<file path="config.mk">
export PLATFORM = sky130hd
export DESIGN_NAME = act_quant_writeback_flat
export DESIGN_NICKNAME = d
export VERILOG_FILES = /design/src/rtl/act_quant_writeback_if.sv /design/src/rtl/act_quant_writeback.sv /design/src/flat_wrapper.sv
export SDC_FILE = /design/constraint.sdc
export NUM_CORES = 1
export LEC_CHECK = 0
export CAP_MARGIN = 15
export CORE_MARGIN = 3
export CORE_UTILIZATION = 58
export CTS_CLUSTER_SIZE = 12
export DETAILED_ROUTE_END_ITERATION = 16
export PLACE_DENSITY_LB_ADDON = 0.12
export SLEW_MARGIN = 20
export SYNTH_ARGS = -nofsm -noshare
export SYNTH_HDL_FRONTEND = slang
export SYNTH_SLANG_ARGS = --single-unit
export TNS_END_PERCENT = 20
</file>
<file path="constraint.sdc">
create_clock -name clk -period 16.4 [get_ports clk]
set_clock_uncertainty 0.05 [all_clocks]
set_input_delay 1.64 -clock clk [delete_from_list [all_inputs] [get_ports clk]]
set_output_delay 1.64 -clock clk [all_outputs]
set_load 0.01 [all_outputs]
</file>
<file path="src/rtl/act_quant_writeback_if.sv">
// Bus bundles for act_quant_writeback: accumulated-result stream in, packed-word write port out.
interface acc_stream_if #(
  parameter int ACC_WIDTH = 32
);
  logic                 in_valid;
  logic [ACC_WIDTH-1:0] in_data;
  logic                 in_last;
  logic                 in_ready;

  modport master (output in_valid, in_data, in_last, input in_ready);
  modport slave  (input in_valid, in_data, in_last, output in_ready);
endinterface

interface mem_wr_if #(
  parameter int DATA_WIDTH = 8,
  parameter int PACK       = 4,
  parameter int ADDR_WIDTH = 12
);
  logic                       wr_valid;
  logic                       wr_ready;
  logic [ADDR_WIDTH-1:0]      wr_addr;
  logic [PACK*DATA_WIDTH-1:0] wr_data;
  logic [PACK-1:0]            wr_mask;

  modport master (output wr_valid, wr_addr, wr_data, wr_mask, input wr_ready);
  modport slave  (input wr_valid, wr_addr, wr_data, wr_mask, output wr_ready);
endinterface

</file>
<file path="src/rtl/act_quant_writeback.sv">
// Quantises accumulator results (ReLU, rounding shift, saturation), packs them into
// memory words and streams the words to the feature-map buffer at consecutive addresses.
module act_quant_writeback #(
  parameter int DATA_WIDTH = 8,
  parameter int ACC_WIDTH  = 32,
  parameter int PACK       = 4,
  parameter int ADDR_WIDTH = 12
) (
  input  logic                  clk,
  input  logic                  rst,
  input  logic                  start,
  input  logic [ADDR_WIDTH-1:0] base_addr,
  input  logic [4:0]            shift,
  input  logic                  relu_en,
  acc_stream_if.slave           acc,
  mem_wr_if.master              wr,
  output logic                  busy,
  output logic                  done,
  output logic [ADDR_WIDTH-1:0] word_count
);

  localparam int IDX_W  = $clog2(PACK);
  localparam int WORD_W = PACK * DATA_WIDTH;

  localparam logic signed [ACC_WIDTH:0] UMAX = (ACC_WIDTH+1)'((1 << DATA_WIDTH) - 1);
  localparam logic signed [ACC_WIDTH:0] SMAX = (ACC_WIDTH+1)'((1 << (DATA_WIDTH - 1)) - 1);
  localparam logic signed [ACC_WIDTH:0] SMIN = ~SMAX;

  typedef enum logic [1:0] {IDLE, RUN, DRAIN, DONE} state_t;

  // One extra bit of headroom keeps the rounding add from wrapping at the positive limit.
  function automatic logic signed [ACC_WIDTH:0] round_shift(
    input logic signed [ACC_WIDTH-1:0] d,
    input logic [4:0]                  sh
  );
    logic signed [ACC_WIDTH:0] ext;
    logic signed [ACC_WIDTH:0] rnd;
    ext = {d[ACC_WIDTH-1], d};
    rnd = '0;
    if (sh != 5'd0) rnd = (ACC_WIDTH+1)'(1) << (sh - 5'd1);
    return (ext + rnd) >>> sh;
  endfunction

  function automatic logic [DATA_WIDTH-1:0] saturate(
    input logic signed [ACC_WIDTH:0] v,
    input logic                      relu
  );
    if (relu) begin
      if (v < 0)         return '0;
      else if (v > UMAX) return '1;
      else               return v[DATA_WIDTH-1:0];
    end else begin
      if (v > SMAX)      return SMAX[DATA_WIDTH-1:0];
      else if (v < SMIN) return SMIN[DATA_WIDTH-1:0];
      else               return v[DATA_WIDTH-1:0];
    end
  endfunction

  state_t                state_q, state_d;
  logic [4:0]            shift_q, shift_d;
  logic                  relu_q, relu_d;
  logic [IDX_W-1:0]      idx_q, idx_d;
  logic [WORD_W-1:0]     lanes_q, lanes_d;
  logic [PACK-1:0]       lmask_q, lmask_d;
  logic                  wr_valid_q, wr_valid_d;
  logic [ADDR_WIDTH-1:0] wr_addr_q, wr_addr_d;
  logic [WORD_W-1:0]     wr_data_q, wr_data_d;
  logic [PACK-1:0]       wr_mask_q, wr_mask_d;
  logic [ADDR_WIDTH-1:0] cnt_q, cnt_d;

  logic                  in_ready;
  logic                  accept;
  logic                  wr_fire;
  logic [DATA_WIDTH-1:0] q_elem;
  logic [WORD_W-1:0]     new_lanes;
  logic [PACK-1:0]       new_mask;

  assign in_ready = (state_q == RUN) && (!wr_valid_q || wr.wr_ready);
  assign accept   = acc.in_valid && in_ready;
  assign wr_fire  = wr_valid_q && wr.wr_ready;
  assign q_elem   = (relu_q && acc.in_data[ACC_WIDTH-1]) ? '0
                  : saturate(round_shift(acc.in_data, shift_q), relu_q);

  always_comb begin
    state_d    = state_q;
    shift_d    = shift_q;
    relu_d     = relu_q;
    idx_d      = idx_q;
    lanes_d    = lanes_q;
    lmask_d    = lmask_q;
    wr_valid_d = wr_valid_q;
    wr_addr_d  = wr_addr_q;
    wr_data_d  = wr_data_q;
    wr_mask_d  = wr_mask_q;
    cnt_d      = cnt_q;

    new_lanes = lanes_q;
    new_lanes[idx_q*DATA_WIDTH +: DATA_WIDTH] = q_elem;
    new_mask  = lmask_q | (PACK'(1) << idx_q);

    if (wr_fire) begin
      wr_valid_d = 1'b0;
      wr_addr_d  = wr_addr_q + 1'b1;
      cnt_d      = cnt_q + 1'b1;
    end

    unique case (state_q)
      IDLE: begin
        if (start) begin
          state_d   = RUN;
          wr_addr_d = base_addr;
          shift_d   = shift;
          relu_d    = relu_en;
          cnt_d     = '0;
          idx_d     = '0;
          lanes_d   = '0;
          lmask_d   = '0;
        end
      end
      RUN: begin
        if (accept) begin
          // A completing beat reloads the output word even as the previous one is taken.
          if ((idx_q == IDX_W'(PACK - 1)) || acc.in_last) begin
            wr_data_d  = new_lanes;
            wr_mask_d  = new_mask;
            wr_valid_d = 1'b1;
            idx_d      = '0;
            lanes_d    = '0;
            lmask_d    = '0;
          end else begin
            lanes_d = new_lanes;
            lmask_d = new_mask;
            idx_d   = idx_q + 1'b1;
          end
          if (acc.in_last) state_d = DRAIN;
        end
      end
      DRAIN: begin
        if (wr_fire) state_d = DONE;
      end
      DONE: begin
        state_d = IDLE;
      end
      default: state_d = IDLE;
    endcase
  end

  always_ff @(posedge clk) begin
    if (rst) begin
      state_q    <= IDLE;
      shift_q    <= '0;
      relu_q     <= 1'b0;
      idx_q      <= '0;
      lanes_q    <= '0;
      lmask_q    <= '0;
      wr_valid_q <= 1'b0;
      wr_addr_q  <= '0;
      wr_data_q  <= '0;
      wr_mask_q  <= '0;
      cnt_q      <= '0;
    end else begin
      state_q    <= state_d;
      shift_q    <= shift_d;
      relu_q     <= relu_d;
      idx_q      <= idx_d;
      lanes_q    <= lanes_d;
      lmask_q    <= lmask_d;
      wr_valid_q <= wr_valid_d;
      wr_addr_q  <= wr_addr_d;
      wr_data_q  <= wr_data_d;
      wr_mask_q  <= wr_mask_d;
      cnt_q      <= cnt_d;
    end
  end

  assign acc.in_ready = in_ready;
  assign wr.wr_valid  = wr_valid_q;
  assign wr.wr_addr   = wr_addr_q;
  assign wr.wr_data   = wr_data_q;
  assign wr.wr_mask   = wr_mask_q;
  assign busy         = (state_q != IDLE);
  assign done         = (state_q == DONE);
  assign word_count   = cnt_q;

endmodule

</file>
<file path="src/flat_wrapper.sv">
// flat-port wrapper written by rule: the top's interface ports become plain ports
module act_quant_writeback_flat 
#(
  parameter int DATA_WIDTH = 8,
  parameter int ACC_WIDTH  = 32,
  parameter int PACK       = 4,
  parameter int ADDR_WIDTH = 12
)
  (clk, rst, start, base_addr, shift, relu_en, busy, done, word_count, acc_in_valid, acc_in_data, acc_in_last, acc_in_ready, wr_wr_valid, wr_wr_addr, wr_wr_data, wr_wr_mask, wr_wr_ready);
  acc_stream_if #(.ACC_WIDTH(ACC_WIDTH)) acc_i ();
  mem_wr_if #(.DATA_WIDTH(DATA_WIDTH), .PACK(PACK), .ADDR_WIDTH(ADDR_WIDTH)) wr_i ();
  input  logic clk;
  input  logic rst;
  input  logic start;
  input  logic [ADDR_WIDTH-1:0] base_addr;
  input  logic [4:0] shift;
  input  logic relu_en;
  output logic busy;
  output logic done;
  output logic [ADDR_WIDTH-1:0] word_count;
  input wire logic [$bits(acc_i.in_valid)-1:0] acc_in_valid;
  input wire logic [$bits(acc_i.in_data)-1:0] acc_in_data;
  input wire logic [$bits(acc_i.in_last)-1:0] acc_in_last;
  output wire logic [$bits(acc_i.in_ready)-1:0] acc_in_ready;
  output wire logic [$bits(wr_i.wr_valid)-1:0] wr_wr_valid;
  output wire logic [$bits(wr_i.wr_addr)-1:0] wr_wr_addr;
  output wire logic [$bits(wr_i.wr_data)-1:0] wr_wr_data;
  output wire logic [$bits(wr_i.wr_mask)-1:0] wr_wr_mask;
  input wire logic [$bits(wr_i.wr_ready)-1:0] wr_wr_ready;
  assign acc_i.in_valid = acc_in_valid;
  assign acc_i.in_data = acc_in_data;
  assign acc_i.in_last = acc_in_last;
  assign acc_in_ready = acc_i.in_ready;
  assign wr_wr_valid = wr_i.wr_valid;
  assign wr_wr_addr = wr_i.wr_addr;
  assign wr_wr_data = wr_i.wr_data;
  assign wr_wr_mask = wr_i.wr_mask;
  assign wr_i.wr_ready = wr_wr_ready;
  act_quant_writeback #(.DATA_WIDTH(DATA_WIDTH), .ACC_WIDTH(ACC_WIDTH), .PACK(PACK), .ADDR_WIDTH(ADDR_WIDTH)) u_core (.clk(clk), .rst(rst), .start(start), .base_addr(base_addr), .shift(shift), .relu_en(relu_en), .acc(acc_i), .wr(wr_i), .busy(busy), .done(done), .word_count(word_count));
endmodule
</file>
## Yosys cells after proc, flatten, opt, wreduce, memory -nomap -nowiden

Cells that the tools add are included.

| operators by class | value |
|---|---|
| add/sub/neg operators | 6 |
| reduce and logical (&&, ||, !) cells | 15 |
| shift-type cells | 5 |
| multiplexer cells | 35 |
| bitwise logic cells | 1 |
| order comparisons | 4 |
| equality and inequality tests | 8 |

Operators by type and width:

| cell | number |
|---|---|
| $mux W32 | 3 |
| $mux W12 | 6 |
| $pmux W32 S2 | 1 |
| $mux W8 | 6 |
| $neg A5 Y34 | 1 |
| $shift A8 B34 Y32 const A | 1 |
| $shiftx A8 B34 Y32 | 1 |
| $add A32 B33 Y33 | 1 |
| $gt A33 B8 Y1 const B | 1 |
| $gt A33 B9 Y1 const B | 1 |
| $lt A33 B1 Y1 const B | 1 |
| $lt A33 B8 Y1 const B | 1 |
| $mux W33 | 1 |
| $shl A1 B5 Y33 const A | 1 |
| $sshr A33 B5 Y33 | 1 |
| $bwmux W32 | 1 |
| $add A12 B1 Y12 const B | 2 |
| $mux W2 | 7 |
| $mux W4 | 3 |
| $pmux W2 S4 | 1 |
| $pmux W4 S2 | 1 |
| $eq A2 B2 Y1 const B | 3 |
| $reduce_and A3 Y1 | 2 |
| $reduce_bool A5 Y1 | 1 |
| other kinds (16) | 26 |

| storage, ports and cells | value |
|---|---|
| output and inout bits | 64 |
| logic and storage cells | 85 |
| register bits | 107 |
| bits of input ports | 56 |

## Longest topological paths before layout

| depth | value |
|---|---|
| depth after elaboration | 15 |
| mapped depth | 26 |
| depth with buffers taken out | 19 |

## Worst setup path before layout

No wires, ideal clock.

| path | value |
|---|---|
| kind | input to register |
| start point | in acc_in_data[0] |
| end point | reg u_core.wr_data_q[1], in the netlist u_core.wr.wr_data[1] |
| arrival time | 5,810 ps |
| library setup time | 69 ps |
| cell stages on the path | 17 |
| path slack | 10,470 ps |
| cells stage by stage | ha_1 > inv_1 > fa_1 > nand2b_1 > a21oi_1 > o21ai_1 > a21boi_0 > o211ai_1 > mux4_2 > a221o_1 > mux4_2 > or4_1 > o41ai_2 > buf_4 > buf_6 > a31oi_1 > o21ai_1 |

| on the way | value |
|---|---|
| longest elaborated chain between the ends | 9 |

RTL lines:

| element | RTL line | text |
|---|---|---|
| from (decl) | flat_wrapper.sv:22 | `input wire logic [$bits(acc_i.in_data)-1:0] acc_in_data;` |
| $add A32 B33 Y33 * | act_quant_writeback.sv:41 | `return (ext + rnd) >>> sh;` |
| $sshr A33 B5 Y33 * | act_quant_writeback.sv:41 |  |
| $lt A33 B8 Y1 or $gt A33 B9 Y1 (tied branches) | act_quant_writeback.sv:54, act_quant_writeback.sv:50 |  |
| $mux W8 (on tied branches) | act_quant_writeback.sv:54, act_quant_writeback.sv:50 |  |
| $mux W8 (on tied branches) | act_quant_writeback.sv:53, act_quant_writeback.sv:49 |  |
| $mux W8 * | act_quant_writeback.sv:48 | `if (relu) begin` |
| $mux W8 * | act_quant_writeback.sv:81 | `assign q_elem = (relu_q && acc.in_data[ACC_WIDTH-1]) ? '0` |
| $shiftx A8 B34 Y32 * | act_quant_writeback.sv:98 | `new_lanes[idx_q*DATA_WIDTH +: DATA_WIDTH] = q_elem;` |
| $bwmux W32 * | act_quant_writeback.sv:98 |  |
| to (signal assigned) | act_quant_writeback.sv:170 | `wr_data_q <= wr_data_d;` |
| to (decl) | act_quant_writeback.sv:67 | `logic [WORD_W-1:0] wr_data_q, wr_data_d;` |

Every way passes the cells marked *; elsewhere a longest branch is shown, timed or not.
A chain may end at the register's enable or synchronous reset.

## Final worst setup path

| path | value |
|---|---|
| start point | reg u_core.shift_q[1] |
| end point | reg u_core.wr_data_q[14], in the netlist u_core.wr.wr_data[14] |

| on the way | value |
|---|---|
| longest elaborated chain between the ends | 12 |

RTL lines:

| element | RTL line | text |
|---|---|---|
| from (decl) | act_quant_writeback.sv:60 | `logic [4:0] shift_q, shift_d;` |
| from (signal assigned) | act_quant_writeback.sv:163 | `shift_q <= shift_d;` |
| $sub A5 B1 Y5 | act_quant_writeback.sv:40 | `if (sh != 5'd0) rnd = (ACC_WIDTH+1)'(1) << (sh - 5'd1);` |
| $shl A1 B5 Y33 | act_quant_writeback.sv:40 |  |
| $mux W33 | act_quant_writeback.sv:40 |  |
| $add A32 B33 Y33 | act_quant_writeback.sv:41 |  |
| $sshr A33 B5 Y33 * | act_quant_writeback.sv:41 |  |
| $lt A33 B8 Y1 or $gt A33 B9 Y1 (tied branches) | act_quant_writeback.sv:54, act_quant_writeback.sv:50 |  |
| $mux W8 (on tied branches) | act_quant_writeback.sv:54, act_quant_writeback.sv:50 |  |
| $mux W8 (on tied branches) | act_quant_writeback.sv:53, act_quant_writeback.sv:49 |  |
| $mux W8 * | act_quant_writeback.sv:48 |  |
| $mux W8 * | act_quant_writeback.sv:81 |  |
| $shiftx A8 B34 Y32 * | act_quant_writeback.sv:98 |  |
| $bwmux W32 * | act_quant_writeback.sv:98 |  |

Marks and branches as above.

==> impl_metrics.toml <==
[outcome]
status = "finished, final reports clean"

[floorplanning]
die-area_mm2 = 0.0198
start_util_pct = 59.9
fp.dieH_um = 141
die_w_um = 141
rows = 48
pin_count = 120
coreArea_mm2 = 0.0175

[clocking]
clk_latency_ns = 0.35
cts_root_buffer = "clkbuf_16"
holdBufCountCts = 0
cts_setup_buffers = 0
clockBufferDepth = 2
numCtsBuffers = 9
cts_resized = 0
htree_levels = 3
cts_tree = "yes"
cts_sinks = 107
clk_pin_slew_ns = 0.08

[routing]
wire_per_inst_um = 21.0
wl_mm = 36.1
dr.pass1.iters = 6
dr_total_vias = 12000
ant_nets = 0
avgViaCountPerCell = 6.99
drt_iter0_drc = 1709
drc_errors = 0

[final_layout]
final-instance-count-excl-fill = 1722
final_common_cell = "nor2_1"
layout-drive-gt1-share_pct = 5.01
fin_util_pct = 68.2
final_cell_mix = "nor2_1, nand2_1, clkdlybuf4s50_1"
fin_area_mm2 = 0.0120
final_nets = 1595
area_delta_synth_final_pct = 13.8
diodes = 0

[global_route]
track_usage_pct = 34.8
grt_pass1_wl_mm = 57.2
grt_remaining_overflow = 0
antenna_found_initial = 0
grt_pass1_vias = 10800
grt_max_degree = 68

[place]
place_area_mm2 = 0.0117
hpwl_mm = 26.1
gp_congestion = 1.01
place_ws_ns = 9.05
dp_cells = 1706
port_buffers = 119

[critical_path]
cp-start-kind = "register"
r2r_slack_ns = 8.70
crit_type = "register to register"
r2r_end = "u_core.wr.wr_data[14]"
critPathArrivalTime_ns = 7.87
endpoint_kind = "register"
critPathMaxFanout = 56
worstPathRequired_ns = 16.57
reg2reg_depth = 22
timing.rr.start = "u_core.shift_q[1]"

[flow_run]
drv_cap = 0

[synth]
syn-cell-area_mm2 = 0.0105
synth_area_per_cell_um2 = 7.24
synth_edf_count = 0
synth_top_flop_cell = "dfxtp_1"
syn-num-nets = 1554
synthArstFlopShare_pct = 0
ys_seq_area_share_pct = 20.4
synth_warnings = 0
ys_types = 88
synthCells = 1451
synth-seq-cells = 107

[power]
p_leak_nw = 4.27
power_frac_comb_pct = 55.7
seq_power_share_pct = 26.1
finalPower_mw = 1.16
p_sw_mw = 0.541
p_int_mw = 0.621
pwr-share-clk_pct = 18.2
sw_frac_of_total_pct = 46.6
ir_worst_vdd_uv = 68.4
cellPowerDensity_mw_per_mm2 = 97.2

[sta]
finalHoldViolations = 0
setup_viol = 0
fmax_mhz = 130
fin_ws_ns = 8.70
worst_slew_pin_slew_ns = 1.02
hold_slack_ns = 0.398
grt_setup_unrepaired = "no"
setup_tns_ns = 0
min_period_ns = 7.70
relSlewSlack_pct = 31.6
period_share_pct = 46.9
slew_violations = 0

[worst_hold_path]
whs_endpoint = "u_core.lmask_q[3]"
hold_path_startpoint = "u_core.lmask_q[3]"
holdPathStages = 2
min_path_type = "register to register"
[Yosys cell counts, types with 6 or more instances]
cell / instances / area [um2]
nor2_1: 187 / 702
nand2_1: 129 / 484
a21oi_1: 107 / 536
dfxtp_1: 107 / 2140
clkbuf_1: 74 / 278
o21ai_1: 64 / 320
ha_1: 46 / 576
o21ai_0: 44 / 220
nor3_1: 43 / 215
o211ai_1: 35 / 263
a31oi_1: 34 / 213
mux2i_1: 34 / 340
a32oi_1: 32 / 280
nand3_1: 31 / 155
a211oi_1: 30 / 225
nor3b_1: 30 / 225
xnor2_1: 28 / 245
nand4_1: 27 / 169
inv_1: 23 / 86.3
o21a_1: 23 / 173
xor2_1: 19 / 166
nand2b_1: 17 / 106
or3_1: 16 / 100
and3_1: 15 / 93.8
buf_2: 15 / 75.1
a221oi_1: 13 / 114
a311oi_1: 12 / 105
buf_1: 12 / 45.0
nor4_1: 12 / 75.1
o31ai_1: 12 / 90.1
and2_1: 11 / 68.8
o2111ai_1: 11 / 96.3
a21o_1: 9 / 67.6
mux4_2: 9 / 203
or2_2: 9 / 56.3
and4_1: 7 / 61.3
a211o_1: 6 / 52.6
a22oi_1: 6 / 45.0
or4_1: 6 / 45.0
[routing by layer]
layer	GRT usage, %	routed length (um)
met1	51.4	15700
met2	50.2	15000
met3	9.16	4400
met4	9.33	975
met5	0	0
[kinds of logic (layout without fill, tap and decap cells)]
group / Yosys count / after routing / share of synthesized area (%)
flops: 107 / 107 / 20.4
simple gates: 554 / 554 / 25.4
xor+xnor: 47 / 47 / 3.92
compound gates: 516 / 516 / 33.7
mux: 47 / 47 / 5.60
fa+ha+maj: 47 / 47 / 5.67
other cells: 1 / 1 / 0.0357
buf+inv: 132 / 178 / 5.29
[flip-flops by register name, indices dropped and copies added (netlist names)]
register and cells:
u_core.idx_q 2, u_core.lanes_q 32, u_core.lmask_q 4, u_core.relu_q 1, u_core.shift_q 5, u_core.state_q 2
u_core.word_count 12, u_core.wr.wr_addr 12, u_core.wr.wr_data 32, u_core.wr.wr_mask 4, u_core.wr.wr_valid 1
[power groups by stage]
stage	clock network, mW	registers [mW]	logic, mW
2_1_floorplan	0	0.313	0.421
3_3_place_gp	0	0.309	0.619
3_5_place_dp	0	0.309	0.622
4_1_cts	0.212	0.303	0.626
5_1_grt	0.223	0.307	0.690
6_report	0.212	0.304	0.647
[critical path, cell delays in order (launching register included)]
cell	delay, ns
dfxtp_1	0.30
buf_4	0.28
inv_1	0.11
buf_4	0.43
nand2_1	0.63
nor3_1	0.35
ha_1	0.24
inv_1	0.06
fa_1	0.39
nand2b_1	0.20
a21oi_1	0.34
o21ai_1	0.26
a21oi_1	0.76
o211ai_1	0.36
a311oi_1	0.46
nor2_1	0.11
a221oi_1	0.38
nand4b_1	0.14
nor4bb_1	0.57
o211ai_1	0.18
o211ai_1	0.22
buf_4	0.52
o21ai_1	0.16
[worst max-delay path by stage]
stage	slack [ns]	from	endpoint	depth (start not counted)
global placement	9.11	acc_in_data[10]	u_core.wr.wr_data[3]	16
detailed placement	9.05	acc_in_data[0]	u_core.wr.wr_data[14]	18
finish	8.70	u_core.shift_q[1]	u_core.wr.wr_data[14]	22
CTS	8.96	u_core.shift_q[1]	u_core.wr.wr_data[14]	22
global route	8.17	u_core.shift_q[1]	u_core.wr.wr_data[19]	22
floorplan	10.47	acc_in_data[0]	u_core.wr.wr_data[1]	17
[layout make-up]
type,count,area (um2)
Sequential cell,107,2140
Clock buffer,9,225
Timing Repair Buffer,137,1320
Fill cell,1557,5580
Clock inverter,7,61.3
Inverter,25,93.8
Tap cell,225,282
Multi-Input combinational cell,1212,7830
Power figures use the tool's default switching activity.
